<file path="config.mk">
export PLATFORM = sky130hd
export DESIGN_NAME = ex_result_fifo_flat
export DESIGN_NICKNAME = d
export VERILOG_FILES = /design/src/rtl/ex_result_fifo_if.sv /design/src/rtl/ex_result_fifo.sv /design/src/flat_wrapper.sv
export SDC_FILE = /design/constraint.sdc
export NUM_CORES = 1
export LEC_CHECK = 0
export BUFFER_PORTS_ARGS = -buffer_cell sky130_fd_sc_hd__buf_2
export CORE_MARGIN = 10
export CORE_UTILIZATION = 45
export CTS_CLUSTER_SIZE = 25
export DETAILED_ROUTE_END_ITERATION = 12
export MAX_ROUTING_LAYER = met4
export PLACE_DENSITY = 0.69
export SYNTH_ARGS = -nofsm -noshare
export SYNTH_HDL_FRONTEND = slang
export SYNTH_SLANG_ARGS = --single-unit
</file>
<file path="constraint.sdc">
create_clock -name clk -period 6.55 [get_ports clk]
set_input_delay 0.655 -clock clk [delete_from_list [all_inputs] [get_ports clk]]
set_output_delay 0.655 -clock clk [all_outputs]
set_load 0.02 [all_outputs]
</file>
<file path="src/rtl/ex_result_fifo_if.sv">
// rtl/ex_result_fifo_if.sv - pipeline result beat in, buffered result handshake out
interface ex_result_fifo_if #(
    parameter int OUTPUT_WIDTH = 16
) ();
    logic                    valid_out_interface;
    logic                    arctan_en_out_interface;
    logic [OUTPUT_WIDTH-1:0] degree_out_interface;
    logic [OUTPUT_WIDTH-1:0] x_out_interface;
    logic [OUTPUT_WIDTH-1:0] y_out_interface;

    logic                    res_valid;
    logic                    res_ready;
    logic                    res_arctan_en;
    logic [OUTPUT_WIDTH-1:0] res_degree;
    logic [OUTPUT_WIDTH-1:0] res_x;
    logic [OUTPUT_WIDTH-1:0] res_y;

    modport master (
        output valid_out_interface, arctan_en_out_interface,
        output degree_out_interface, x_out_interface, y_out_interface,
        output res_ready,
        input  res_valid, res_arctan_en, res_degree, res_x, res_y
    );

    modport slave (
        input  valid_out_interface, arctan_en_out_interface,
        input  degree_out_interface, x_out_interface, y_out_interface,
        input  res_ready,
        output res_valid, res_arctan_en, res_degree, res_x, res_y
    );
endinterface

</file>
<file path="src/rtl/ex_result_fifo.sv">
// rtl/ex_result_fifo.sv - FWFT result buffer with in-flight credit accounting
module ex_result_fifo #(
    parameter int OUTPUT_WIDTH = 16,
    parameter int DEPTH        = 8,
    parameter int CNT_WIDTH    = 4
) (
    input  logic                 clk,
    input  logic                 reset,
    ex_result_fifo_if.slave      bus,
    input  logic                 issue_in,
    output logic                 credit_ok,
    output logic [CNT_WIDTH-1:0] count,
    output logic [CNT_WIDTH-1:0] inflight,
    output logic                 overflow,
    output logic                 credit_err
);
    localparam int PTR_WIDTH   = $clog2(DEPTH);
    localparam int ENTRY_WIDTH = 3 * OUTPUT_WIDTH + 1;
    localparam logic [CNT_WIDTH-1:0] DEPTH_C  = CNT_WIDTH'(DEPTH);
    localparam logic [CNT_WIDTH-1:0] CNT_MAX  = '1;
    localparam logic [CNT_WIDTH:0]   DEPTH_WC = (CNT_WIDTH + 1)'(DEPTH);

    logic [ENTRY_WIDTH-1:0] mem_q [DEPTH];
    logic [PTR_WIDTH-1:0]   wr_ptr_q, wr_ptr_d, rd_ptr_q, rd_ptr_d;
    logic [CNT_WIDTH-1:0]   count_q, count_d, inflight_q, inflight_d;
    logic                   overflow_q, overflow_d, credit_err_q, credit_err_d;
    logic [CNT_WIDTH:0]     committed;
    logic                   head_valid, full, beat, pop, push;
    logic [ENTRY_WIDTH-1:0] head;

    assign head_valid = (count_q != '0);
    assign full       = (count_q == DEPTH_C);
    assign beat       = bus.valid_out_interface;
    assign pop        = head_valid && bus.res_ready;
    // A full buffer still accepts a beat when the head leaves in the same cycle.
    assign push       = beat && (!full || pop);

    always_comb begin
        wr_ptr_d     = push ? wr_ptr_q + PTR_WIDTH'(1) : wr_ptr_q;
        rd_ptr_d     = pop  ? rd_ptr_q + PTR_WIDTH'(1) : rd_ptr_q;
        count_d      = count_q;
        inflight_d   = inflight_q;
        overflow_d   = overflow_q | (beat && !push);
        credit_err_d = credit_err_q | (issue_in && !credit_ok) | (beat && inflight_q == '0);

        if (push && !pop) begin
            count_d = count_q + CNT_WIDTH'(1);
        end else if (pop && !push) begin
            count_d = count_q - CNT_WIDTH'(1);
        end

        if (issue_in && !beat) begin
            if (inflight_q != CNT_MAX) inflight_d = inflight_q + CNT_WIDTH'(1);
        end else if (beat && !issue_in) begin
            if (inflight_q != '0) inflight_d = inflight_q - CNT_WIDTH'(1);
        end
    end

    always_ff @(posedge clk) begin
        if (reset) begin
            wr_ptr_q     <= '0;
            rd_ptr_q     <= '0;
            count_q      <= '0;
            inflight_q   <= '0;
            overflow_q   <= 1'b0;
            credit_err_q <= 1'b0;
        end else begin
            wr_ptr_q     <= wr_ptr_d;
            rd_ptr_q     <= rd_ptr_d;
            count_q      <= count_d;
            inflight_q   <= inflight_d;
            overflow_q   <= overflow_d;
            credit_err_q <= credit_err_d;
        end
    end

    // Storage needs no reset: outputs are masked whenever the buffer is empty.
    always_ff @(posedge clk) begin
        if (!reset && push) begin
            mem_q[wr_ptr_q] <= {bus.arctan_en_out_interface, bus.degree_out_interface,
                                bus.x_out_interface, bus.y_out_interface};
        end
    end

    assign head          = mem_q[rd_ptr_q];
    assign bus.res_valid = head_valid;
    assign {bus.res_arctan_en, bus.res_degree, bus.res_x, bus.res_y} =
        head_valid ? head : '0;

    assign committed  = {1'b0, count_q} + {1'b0, inflight_q};
    assign credit_ok  = (committed < DEPTH_WC);
    assign count      = count_q;
    assign inflight   = inflight_q;
    assign overflow   = overflow_q;
    assign credit_err = credit_err_q;
endmodule

</file>
<file path="src/flat_wrapper.sv">
// flat-port wrapper written by rule: the top's interface ports become plain ports
module ex_result_fifo_flat 
#(
    parameter int OUTPUT_WIDTH = 16,
    parameter int DEPTH        = 8,
    parameter int CNT_WIDTH    = 4
)
  (clk, reset, issue_in, credit_ok, count, inflight, overflow, credit_err, bus_valid_out_interface, bus_arctan_en_out_interface, bus_degree_out_interface, bus_x_out_interface, bus_y_out_interface, bus_res_ready, bus_res_valid, bus_res_arctan_en, bus_res_degree, bus_res_x, bus_res_y);
  ex_result_fifo_if #(.OUTPUT_WIDTH(OUTPUT_WIDTH)) bus_i ();
  input  logic clk;
  input  logic reset;
  input  logic issue_in;
  output logic credit_ok;
  output logic [CNT_WIDTH-1:0] count;
  output logic [CNT_WIDTH-1:0] inflight;
  output logic overflow;
  output logic credit_err;
  input wire logic [$bits(bus_i.valid_out_interface)-1:0] bus_valid_out_interface;
  input wire logic [$bits(bus_i.arctan_en_out_interface)-1:0] bus_arctan_en_out_interface;
  input wire logic [$bits(bus_i.degree_out_interface)-1:0] bus_degree_out_interface;
  input wire logic [$bits(bus_i.x_out_interface)-1:0] bus_x_out_interface;
  input wire logic [$bits(bus_i.y_out_interface)-1:0] bus_y_out_interface;
  input wire logic [$bits(bus_i.res_ready)-1:0] bus_res_ready;
  output wire logic [$bits(bus_i.res_valid)-1:0] bus_res_valid;
  output wire logic [$bits(bus_i.res_arctan_en)-1:0] bus_res_arctan_en;
  output wire logic [$bits(bus_i.res_degree)-1:0] bus_res_degree;
  output wire logic [$bits(bus_i.res_x)-1:0] bus_res_x;
  output wire logic [$bits(bus_i.res_y)-1:0] bus_res_y;
  assign bus_i.valid_out_interface = bus_valid_out_interface;
  assign bus_i.arctan_en_out_interface = bus_arctan_en_out_interface;
  assign bus_i.degree_out_interface = bus_degree_out_interface;
  assign bus_i.x_out_interface = bus_x_out_interface;
  assign bus_i.y_out_interface = bus_y_out_interface;
  assign bus_i.res_ready = bus_res_ready;
  assign bus_res_valid = bus_i.res_valid;
  assign bus_res_arctan_en = bus_i.res_arctan_en;
  assign bus_res_degree = bus_i.res_degree;
  assign bus_res_x = bus_i.res_x;
  assign bus_res_y = bus_i.res_y;
  ex_result_fifo #(.OUTPUT_WIDTH(OUTPUT_WIDTH), .DEPTH(DEPTH), .CNT_WIDTH(CNT_WIDTH)) u_core (.clk(clk), .reset(reset), .bus(bus_i), .issue_in(issue_in), .credit_ok(credit_ok), .count(count), .inflight(inflight), .overflow(overflow), .credit_err(credit_err));
endmodule
</file>
Word-level counts from Yosys, hierarchy flattened:

Memory sizes are Yosys's and may differ from the RTL's. A register that Yosys moved wholly into a read port is not among the register bits.
Index checks and enable logic that the tools add are counted.

* register bits: 16
* bits in latches: 0
* RAM bits: 392
* ROM bits: 0
* bits of input ports: 54
* output and inout port bits: 61
* word-level logic and storage cells: 57
* memories: 1

Memory list
* u_core.mem_q: depth 8, width 49, read ports 1, clocked after Yosys merged registers in 1, wr ports 1, line ex_result_fifo.sv:23 `logic [ENTRY_WIDTH-1:0] mem_q [DEPTH];`

* add/subtract/negate cells: 7
* multiply operators: 0
* divide/modulo/power cells: 0
* magnitude comparators: 1
* equal/unequal tests: 3
* shift-type cells: 0
* mux-type cells: 11
* bitwise operators: 3
* reductions and logical operators: 25

Operators with widths (count)
* 2-to-1 mux 49 bit: 1
* 2-to-1 mux 4 bit: 6
* logical AND 1 bit: 10
* adder 4 x 1 -> 4 bit, second input constant: 2
* nonzero test 4 bit: 2
* subtractor 4 x 1 -> 4 bit, second input constant: 2
* logical NOT 1 bit: 7
* adder 3 x 1 -> 3 bit, second input constant: 2
* 2-to-1 mux 3 bit: 2
* nonzero test 2 bit: 3
* adder 4 x 4 -> 5 bit: 1
* < comparator 5 x 4 -> 1 bit, second input constant: 1
* equality test 4 bit, second input constant: 1
* logical NOT 4 bit: 1
* inequality test 4 bit, second input constant: 1
* bitwise OR 1 bit: 3
* AND reduction 3 bit: 1
* 2-to-1 mux 1 bit: 2
* inequality test 2 bit, second input constant: 1
* logical OR 1 bit: 1

Depth between registers and ports, before layout:

Gate-level depths: netlist of run 1.

* word-level depth: 8
* depth in mapped cells: 11
* depth with buffers taken out: 11

Least setup slack after synthesis of run 1:

Ideal clock, no wire load.

* kind: input to register
* start point: input port bus_res_ready
* end point: memory u_core.mem_q[0][0] (netlist name) (enable)
* setup time: 577 ps
* data arrival time: 5759 ps
* required time: 5973 ps
* path slack: 214 ps
* stages on the path: 5
* path buffers: 0
* path through: nand2b_1 -> o21ai_2 -> inv_1 -> nand2b_1 -> nor4_1

* word-level cells in the longest chain between the ends: 6

Ends and longest elaborated chain
* from (decl): line flat_wrapper.sv:23 `input wire logic [$bits(bus_i.res_ready)-1:0] bus_res_ready;`
* logical AND 1 bit: line ex_result_fifo.sv:34 `assign pop = head_valid && bus.res_ready;`
* logical OR 1 bit: line ex_result_fifo.sv:36 `assign push = beat && (!full || pop);`
* logical AND 1 bit: line ex_result_fifo.sv:36
* logical AND 1 bit: line ex_result_fifo.sv:79 `if (!reset && push) begin`
* 2-to-1 mux 1 bit: line ex_result_fifo.sv:79
* 2-to-1 mux 1 bit (implied by the code): line ex_result_fifo.sv:80 `mem_q[wr_ptr_q] <= {bus.arctan_en_out_interface, bus.degree_out_interface,`
* to (decl): line ex_result_fifo.sv:23

Every way passes these cells.

==> metrics.log, run 1 <==
INFO  metric clk_transition_reported_paths = 0.06 ns
INFO  metric skew = 0.0105 ns
INFO  metric wl_per_instance = 23.7 um
INFO  metric ant_nets = 0
INFO  metric floorplan.initialDensity = 45.7%
INFO  metric finalSetupViolCount = 0
INFO  metric synthXorXnorAreaFrac = 0.331%
INFO  metric power_density = 392 nW/um2
INFO  metric max_slew_margin = 18.4%
INFO  metric fin_hold_ws = 0.388 ns
INFO  metric htreeDepth = 2
INFO  metric rr_startpoint = u_core.count[0]
INFO  metric most_used_cells_in_the_layout_excluding_fill_and_tap_cells = edfxtp_1 (392), buf_2 (114), mux4_2 (98), nor2_1 (66), mux2i_1 (51)
INFO  metric worst_hold_path_type = input pin to register
INFO  metric globalRouteOverflowTotal = 0
INFO  metric tightestPinTransition = 1.22 ns
INFO  metric final_layout_size_suffix_gt1_share = 33.9%
INFO  metric total_leakage_power = 5.93 nW
INFO  metric timing_max_transition_violations_final = 0
INFO  metric cp.required = 5.89 ns
INFO  metric synth_area = 15900 um2
INFO  metric hold_start = bus_y_out_interface[10]
INFO  metric core.rowCount = 68
INFO  metric max-clock-path-buffers = 3
INFO  metric rsz0062_at_grt = false
INFO  metric p_total = 7.23 mW
INFO  metric ys.warnings.count = 0
INFO  metric total_negative_slack_for_setup_checks = 0 ns
INFO  metric cts_sinks = 411
INFO  metric grt_util_all_layers = 15.3%
INFO  metric holdPathStages = 1
INFO  metric cp_arrival = 3.24 ns
INFO  metric dp_slack = 3.05 ns
INFO  metric vias = 7496
INFO  metric timing.critical_path.from_type = register
INFO  metric postCtsSetupBuffers = 0
INFO  metric cts_hold_repair.buffers = 0
INFO  metric cts_made_buffers = 42
INFO  metric layout_net_count = 940
INFO  metric max_cap_viol_count = 0
INFO  metric critical_path.reg2reg.endpoint = u_core.count[3]
INFO  metric fin_crit_sh = 59.5%
INFO  metric critPathKind = register to output pin
INFO  metric placement.io_buffers = 114
INFO  metric worst_path_max_fanout = 52
INFO  metric die-width = 208 um
INFO  metric synth_top_family_by_area = multiplexers
INFO  metric synth_area_in_simple_gates = 2.69%
INFO  metric yosys_register_bits = 411
INFO  metric status = completed
INFO  metric maximum_clock_frequency = 0.257 GHz
INFO  metric flow.area_growth_from_synthesis = 16.3%
INFO  metric io_pins = 115
INFO  metric gpl.final_weighted_congestion = 0.726
INFO  metric worstSkewPairLatency = 0.53 ns
INFO  metric postLayoutCoreUtil = 53.2%
INFO  metric detailed_place_hpwl = 17600 um
INFO  metric synth_nets = 803
INFO  metric hold_viol = 0
INFO  metric period_needed = 3.90 ns
INFO  metric die_h = 208 um
INFO  metric worstSetupEndpointType = output pin
INFO  metric drt_pre_antenna_iters = 4
INFO  metric synth_compound_gate_area_share = 0.804%
INFO  metric syn-instance-count = 737
INFO  metric drc = 0
INFO  metric grt_pass1_wl = 49600 um
INFO  metric total_die_area = 43200 um2
INFO  metric totalWireLength = 32500 um
INFO  metric antenna_found_initial = 7
INFO  metric maximum_number_of_pins_on_one_net_before_global_route_repair = 73
INFO  metric ctsResizeCount = 0
INFO  metric synthAdderAreaFrac = 1.04%
INFO  metric vias_in_the_first_global_route = 8043
INFO  metric layout.cells.most_common = edfxtp_1
INFO  metric vias_per_cell = 5.48
INFO  metric finalWorstSetupSlack = 2.65 ns
INFO  metric share_of_synthesized_area_occupied_by_flip_flops_and_latches = 76.6%
INFO  metric post_synth_num_cell_types = 34
INFO  metric cts_root_buffer = clkbuf_16
INFO  metric synth_area_per_cell = 21.5 um2
INFO  metric peak_supply_drop = 322 uV
INFO  metric hold-path-endpoint = u_core.mem_q[2][10]
INFO  metric synth.mux.area_fraction = 17.3%
INFO  metric fp.coreArea = 34700 um2
INFO  metric r2r_slack = 3.19 ns
INFO  metric tritoncts = yes
INFO  metric first_drt_iteration_drcs = 467
INFO  metric rr_worst_depth = 12
[synth_stat cells]
master / number / area share (%)
edfxtp_1: 392 / 74
nor2_4: 1 / 0.071
buf_6: 1 / 0.071
nor2_1: 70 / 1.7
buf_2: 16 / 0.50
buf_8: 3 / 0.28
buf_1: 1 / 0.024
mux4_2: 98 / 14
nand2b_1: 6 / 0.24
clkbuf_1: 15 / 0.35
and4_1: 1 / 0.055
nor2b_1: 2 / 0.079
a2111oi_0: 1 / 0.055
nand2_1: 7 / 0.17
or3_4: 1 / 0.071
fa_1: 2 / 0.25
xor2_1: 3 / 0.17
inv_2: 1 / 0.024
nor3_1: 2 / 0.063
nor4_1: 3 / 0.12
nand3_1: 4 / 0.13
ha_1: 10 / 0.79
xnor2_1: 3 / 0.17
mux2_2: 2 / 0.14
o21ai_2: 1 / 0.055
dfxtp_1: 19 / 2.4
a211oi_1: 3 / 0.14
a21oi_1: 9 / 0.28
nand3b_1: 1 / 0.047
a31oi_1: 2 / 0.079
a31o_2: 2 / 0.11
o22ai_1: 2 / 0.079
inv_1: 2 / 0.047
mux2i_1: 51 / 3.2
[metal layers]
metal / share of wire [%] / GRT usage (%) / vias to the layer above / wire, um
met5: 0 / - / - / 0
met3: 6.0 / 3.32 / 50 / 1940
met2: 51 / 24.9 / 196 / 16400
met1: 42 / 19.2 / 3940 / 13500
met4: 1.9 / 3.94 / 0 / 607
li1: - / - / 3310 / -
[worst max-delay path: stages, from the launching register on]
cell,delay (ns)
dfxtp_4,1.02
buf_4,0.63
mux4_2,0.57
mux2i_1,0.14
nor2_1,0.09
buf_2,0.22
[sequential cells by signal, summed over array words and instances, names as in the netlist, named ones only]
register / count
u_core.count: 4
u_core.wr_ptr_q: 3
u_core.rd_ptr_q: 3
u_core.overflow: 1
u_core.inflight: 4
u_core.credit_err: 1
u_core.mem_q: 392
[worst max-delay path by stage]
stage                     depth (start not counted)                 end          start  slack [ns]
after floorplan                                   5  u_core.mem_q[0][0]  bus_res_ready        0.21
after global placement                            5       bus_res_y[11]       register        3.05
after detailed placement                          5       bus_res_y[14]       register        3.05
after CTS                                         5       bus_res_y[14]       register        2.46
after global routing                              5        bus_res_x[8]       register        2.29
final                                             5        bus_res_x[8]       register        2.65
[power by group]
part	switching [mW]	internal, mW
sequential	0.186	2.96
clock	0.945	1.53
combinational	0.878	0.736
[area by class of cell]
cell class,count,area (um2)
fillers,2716,16300
flip-flops and latches,411,12200
multi-input cells,287,3560
clock inverters,22,294
repair buffers,129,683
inverters,3,11.3
diodes,7,17.5
well taps,455,569
clock buffers,53,1160
[kinds of logic after synthesis]
logic type	Yosys count
DFF	411
muxes	151
and+or+nand+nor	98
buffers and inverters	39
AOI/OAI and AO/OA	20
adders and majority gates	12
xor gates and xnor gates	6
[through the flow]
| step | area [um2] | instances |
|---|---|---|
| 3_5_place_dp | 17000 | 1285 |
| 4_1_cts | 18400 | 1360 |
| 2_1_floorplan | 15900 | 737 |
| 3_3_place_gp | 17000 | 1285 |
| 6_report | 18500 | 1367 |
| 5_1_grt | 18500 | 1367 |
Power figures use the tool's default switching activity.
==> run 2, diff against run 1 <==
Settings changed: ABC_AREA set to 1.
Clock period 6.55 ns to 3.55 ns, I/O delays scaled along.
==> metrics.log, run 2 <==
INFO  metric worstSetupEndpointType = output pin
INFO  metric cts_made_buffers = 43
INFO  metric cp.required = 3.19 ns
INFO  metric most_used_cells_in_the_layout_excluding_fill_and_tap_cells = nor2_1 (406), edfxtp_1 (392), o21ai_0 (244), buf_2 (114), o21ai_1 (106)
INFO  metric rsz0062_at_grt = false
INFO  metric maximum_number_of_pins_on_one_net_before_global_route_repair = 99
INFO  metric max-clock-path-buffers = 3
INFO  metric met2_length = 18000 um
INFO  metric final_layout_size_suffix_gt1_share = 14.5%
INFO  metric worst_path_max_fanout = 23
INFO  metric detailed_place_hpwl = 20200 um
INFO  metric cpMaxStageDelayCell = clkinv_1
INFO  metric drc = 0
INFO  metric fp.coreArea = 36300 um2
INFO  metric fin_crit_sh = 87.5%
INFO  metric maxUsedRoutingLayer = met4
INFO  metric clk_transition_reported_paths = 0.06 ns
INFO  metric crit_chain = clkinv_1, buf_4, o21ai_0, nor2_1, buf_2
INFO  metric power_frac_clock = 33.5%
INFO  metric post_synth_num_cell_types = 27
INFO  metric htreeDepth = 2
INFO  metric vias_in_the_first_global_route = 10500
INFO  metric finalSetupViolCount = 0
INFO  metric postLayoutCoreUtil = 52.3%
INFO  metric power_density = 711 nW/um2
INFO  metric synth_edf_count = 392
INFO  metric peak_supply_drop = 552 uV
INFO  metric ys.warnings.count = 0
INFO  metric globalRouteOverflowTotal = 0
INFO  metric total_leakage_power = 6.60 nW
INFO  metric tritoncts = yes
INFO  metric max_cap_viol_count = 0
INFO  metric seq_pwr_share = 41.5%
INFO  metric yosys.area.top_type = edfxtp_1
INFO  metric met3WireLength = 1880 um
INFO  metric net_switching_fraction_of_the_power = 32.1%
INFO  metric cts_root_buffer = clkbuf_16
INFO  metric total_die_area = 44700 um2
INFO  metric critPathKind = register to output pin
INFO  metric maximum_clock_frequency = 0.322 GHz
INFO  metric cts_sinks = 411
INFO  metric die-width = 211 um
INFO  metric cts_hold_repair.buffers = 0
INFO  metric timing_max_transition_violations_final = 0
INFO  metric critPathMaxStageDelay = 0.79 ns
INFO  metric yosys_register_bits = 411
INFO  metric vias_per_cell = 5.34
INFO  metric p_comb_share = 25.0%
INFO  metric totalWireLength = 37300 um
INFO  metric ant_nets = 0
INFO  metric vias = 10500
INFO  metric synthTopCellsByArea = edfxtp_1 (71%), nor2_1 (9.3%), o21ai_0 (7.4%)
INFO  metric share_of_synthesized_area_occupied_by_flip_flops_and_latches = 73.7%
INFO  metric yosysMostFrequentCell = nor2_1
INFO  metric hold_viol = 0
INFO  metric antenna_found_initial = 5
INFO  metric ys.flop_type = edfxtp_1
INFO  metric fin_hold_ws = 0.0850 ns
INFO  metric synth_top_area_share = 71.4%
INFO  metric floorplan.initialDensity = 45.4%
INFO  metric period_needed = 3.11 ns
INFO  metric synth_area = 16500 um2
INFO  metric flow.area_growth_from_synthesis = 15.3%
INFO  metric timing.critical_path.from_type = register
INFO  metric worstSkewPairLatency = 0.54 ns
INFO  metric postSynth.asyncResetShare = 0%
INFO  metric first_drt_iteration_drcs = 994
INFO  metric gpl.final_weighted_congestion = 0.780
INFO  metric skew = 0.0234 ns
INFO  metric synth_nets = 1426
INFO  metric wl_per_instance = 19.0 um
INFO  metric max_slew_margin = 29.9%
INFO  metric p_int = 9.16 mW
INFO  metric worst_hold_path_type = input pin to register
INFO  metric synth_area_per_cell = 12.1 um2
INFO  metric tightestPinTransition = 1.04 ns
INFO  metric die_h = 211 um
INFO  metric total_switching_power = 4.34 mW
INFO  metric postCtsSetupBuffers = 0
INFO  metric synth_common_cells = nor2_1 (410), edfxtp_1 (392), o21ai_0 (244), o21ai_1 (106), clkbuf_1 (36)
INFO  metric placement.io_buffers = 114
INFO  metric io_pins = 115
INFO  metric largest_register_ffs = 392
INFO  metric status = completed
INFO  metric cp_arrival = 2.75 ns
INFO  metric layout.cells.most_common = nor2_1
INFO  metric grt_pass1_wl = 59000 um
INFO  metric drt_pre_antenna_iters = 5
INFO  metric largest_register = u_core.mem_q
INFO  metric syn-instance-count = 1360
INFO  metric ctsResizeCount = 0
INFO  metric layout_net_count = 1524
INFO  metric core.rowCount = 70
INFO  metric grt_util_all_layers = 17.1%
INFO  metric wl_met1 = 16400 um
-- run 2: power by group through the flow --
stage               Clock, mW  Combinational [mW]  Sequential [mW]
global placement            0                3.38             5.71
global route             4.81                3.81             5.63
finish                   4.52                3.38             5.61
CTS                      4.60                3.44             5.61
floorplan                   0                2.37             5.65
detailed placement          0                3.42             5.71
-- run 2: path summary, 6_finish.rpt --
kind | slack [ns] | start | depth (start not counted) | endpoint
max reg2reg | 0.97 | u_core.count[1] | 7 | u_core.mem_q[1][26]
min reg2reg | 0.50 | u_core.rd_ptr_q[1] | 2 | register
max | 0.44 | register | 5 | bus_res_y[15]
min | 0.09 | bus_degree_out_interface[12] | 1 | u_core.mem_q[3][44]
-- run 2: worst max-delay path: cells and delay by family, from the launching register on --
family / cells / cell delay, ns
AND/OR/NAND/NOR: 1 / 0.08
AO/OA/AOI/OAI: 1 / 0.30
flip-flops: 1 / 0.32
buffers and inverters: 3 / 1.50
-- run 2: cells by family (layout without fill, tap and decap cells) --
group,Yosys count,count (layout),share of synthesized area [%]
AOI/OAI and AO/OA,366,366,11.2
xor gates and xnor gates,5,5,0.266
other,0,5,0
DFF,411,411,73.7
buffers and inverters,103,235,3.13
and+or+nand+nor,463,463,10.7
adders and majority gates,12,12,1.00
-- run 2: stage by stage --
step	cell area (um2)	total power [mW]	setup TNS [ns]	cells	worst slack (ns)
4_1_cts	19000	13.6	0	1960	0.410
2_1_floorplan	16500	8.01	-286.92	1360	-1.46
3_5_place_dp	17600	9.13	0	1881	0.963
3_3_place_gp	17600	9.08	0	1881	0.991
6_report	19000	13.5	0	1965	0.443
5_1_grt	19000	14.2	0	1965	0.223
-- run 2: final cells by class --
cell class | count | area, um2
flip-flops and latches | 411 | 12200
clock buffers | 49 | 1140
repair buffers | 135 | 853
inverters | 21 | 81.3
clock inverters | 30 | 300
multi-input cells | 846 | 3870
fillers | 3062 | 17300
diodes | 5 | 12.5
well taps | 468 | 586
-- run 2: metal layers --
metal  up-vias  global-route usage [%]
met5         -                       -
li1       5036                       -
met3        67                    2.60
met4         0                    6.37
met1      5087                    21.5
met2       297                    27.7
==> run 3, diff against run 2 <==
Settings changed: PLACE_DENSITY 0.69 to unset.
==> metrics.log, run 3 (synthesized netlist as in run 2, its figures left out) <==
INFO  metric postLayoutCoreUtil = 51.6%
INFO  metric die_h = 211 um
INFO  metric grt_util_all_layers = 16.7%
INFO  metric drt_pre_antenna_iters = 5
INFO  metric vias = 10400
INFO  metric total_die_area = 44700 um2
INFO  metric grt_pass1_wl = 57500 um
INFO  metric worstSetupEndpointType = output pin
INFO  metric total_non_filler_cell_area_in_the_finished_layout = 18700 um2
INFO  metric skew = 0.0149 ns
INFO  metric fin_crit_sh = 82.1%
INFO  metric layout.cells.most_common = nor2_1
INFO  metric placedInstanceArea = 17500 um2
INFO  metric drc = 0
INFO  metric power_density = 691 nW/um2
INFO  metric max_slew_margin = 40.9%
INFO  metric globalRouteOverflowTotal = 0
INFO  metric seq_pwr_share = 43.0%
INFO  metric layout_net_count = 1526
INFO  metric cts_hold_repair.buffers = 0
INFO  metric totalWireLength = 36800 um
INFO  metric antenna_found_initial = 2
INFO  metric max-clock-path-buffers = 3
INFO  metric worst_hold_path_type = input pin to register
INFO  metric power_frac_clock = 30.7%
INFO  metric cts_made_buffers = 42
INFO  metric peak_supply_drop = 430 uV
INFO  metric critPathKind = register to output pin
INFO  metric max_cap_viol_count = 0
INFO  metric vias_in_the_first_global_route = 10300
INFO  metric flow.area_growth_from_synthesis = 13.7%
INFO  metric wl_per_instance = 18.8 um
INFO  metric timing.critical_path.from_type = register
INFO  metric cp.required = 3.19 ns
INFO  metric total_leakage_power = 6.50 nW
INFO  metric vias_per_cell = 5.31
INFO  metric rsz0062_at_grt = false
INFO  metric first_drt_iteration_drcs = 826
INFO  metric rr_worst_depth = 7
INFO  metric finalSetupViolCount = 0
INFO  metric status = completed
INFO  metric p_int = 8.75 mW
INFO  metric fp.coreArea = 36300 um2
INFO  metric period_needed = 2.91 ns
INFO  metric tritoncts = yes
INFO  metric holdPathStages = 1
INFO  metric post_layout_nonfiller_instances = 1955
INFO  metric final_layout_size_suffix_gt1_share = 13.7%
INFO  metric largest_register_ffs = 392
INFO  metric worst_path_max_fanout = 67
INFO  metric p_total = 13.0 mW
INFO  metric htreeDepth = 2
INFO  metric maximum_number_of_pins_on_one_net_before_global_route_repair = 197
INFO  metric total_negative_slack_for_setup_checks = 0 ns
INFO  metric postCtsSetupBuffers = 0
INFO  metric most_used_cells_in_the_layout_excluding_fill_and_tap_cells = nor2_1 (406), edfxtp_1 (392), o21ai_0 (244), buf_2 (114), o21ai_1 (106)
INFO  metric ant_nets = 0
INFO  metric p_comb_share = 26.3%
INFO  metric die-width = 211 um
INFO  metric io_pins = 115
INFO  metric total_switching_power = 4.21 mW
INFO  metric cts_root_buffer = clkbuf_16
INFO  metric largest_register = u_core.mem_q
INFO  metric net_switching_fraction_of_the_power = 32.5%
INFO  metric tightestPinTransition = 0.886 ns
INFO  metric clk_transition_reported_paths = 0.06 ns
INFO  metric gpl.final_weighted_congestion = 0.770
INFO  metric maximum_clock_frequency = 0.343 GHz
INFO  metric placement.io_buffers = 114
INFO  metric cts_sinks = 411
INFO  metric floorplan.initialDensity = 45.4%
INFO  metric ctsResizeCount = 0
INFO  metric dp_cells = 1884
INFO  metric detailed_place_hpwl = 20200 um
INFO  metric cp_arrival = 2.56 ns
INFO  metric hold_viol = 0
INFO  metric core.rowCount = 70
INFO  metric timing_max_transition_violations_final = 0
INFO  metric worstSkewPairLatency = 0.53 ns
run 3: changes by cell type in the layout (fill, tap and decap cells not counted), moves of 2 or more:
cell,previous run,this run
inv_6,0,2
clkinvlp_4,4,0
buf_12,10,6
clkbuf_1,4,10
bufinv_16,5,1
diode_2,5,2
clkbuf_16,45,43
clkinv_2,9,5
buf_4,11,18
run 3: power by group through the flow:
stage / registers [mW] / clock network, mW / logic (mW)
2_1_floorplan: 5.65 / 0 / 2.37
3_3_place_gp: 5.67 / 0 / 3.44
3_5_place_dp: 5.67 / 0 / 3.47
4_1_cts: 5.57 / 4.05 / 3.48
5_1_grt: 5.58 / 4.25 / 3.84
6_report: 5.57 / 3.98 / 3.40
run 3: worst paths after layout:
check	startpoint	end	slack, ns
max	register	bus_res_degree[1]	0.64
min	bus_arctan_en_out_interface	u_core.mem_q[5][48]	0.10
max reg2reg	u_core.count[1]	u_core.mem_q[1][25]	1.15
min reg2reg	u_core.overflow	u_core.overflow	0.48
run 3: cell type report:
type                            count  area, um2
Timing Repair Buffer              138        826
Clock buffer                       53       1110
Sequential cell                   411      12200
Fill cell                        3152      17600
Multi-Input combinational cell    846       3870
Antenna cell                        2       5.00
Tap cell                          468        586
Clock inverter                     16        103
Inverter                           21       83.8
run 3: metal layers:
| layer | track usage, % | vias up | wire length [um] |
|---|---|---|---|
| met5 | - | - | 0 |
| met4 | 4.66 | 0 | 667 |
| met3 | 2.59 | 48 | 1660 |
| met2 | 27.1 | 236 | 17600 |
| met1 | 21.7 | 5090 | 16900 |
| li1 | - | 5016 | - |
run 3: per-stage QoR:
step | setup WS (ns) | hold slack [ns]
after detailed placement | 1.15 | 0.463
after global routing | 0.434 | 0.0812
after floorplan | -1.46 | 0.454
final | 0.635 | 0.103
after CTS | 0.614 | 0.0820
after global placement | 1.15 | 0.485
run 3: critical path: stages, from the launching register on:
cell and delay (ns):
dfxtp_4 0.79, buf_12 0.37, o21ai_0 0.15, o21ai_1 0.17, nor2_1 0.06, nor2_1 0.23
buf_2 0.21
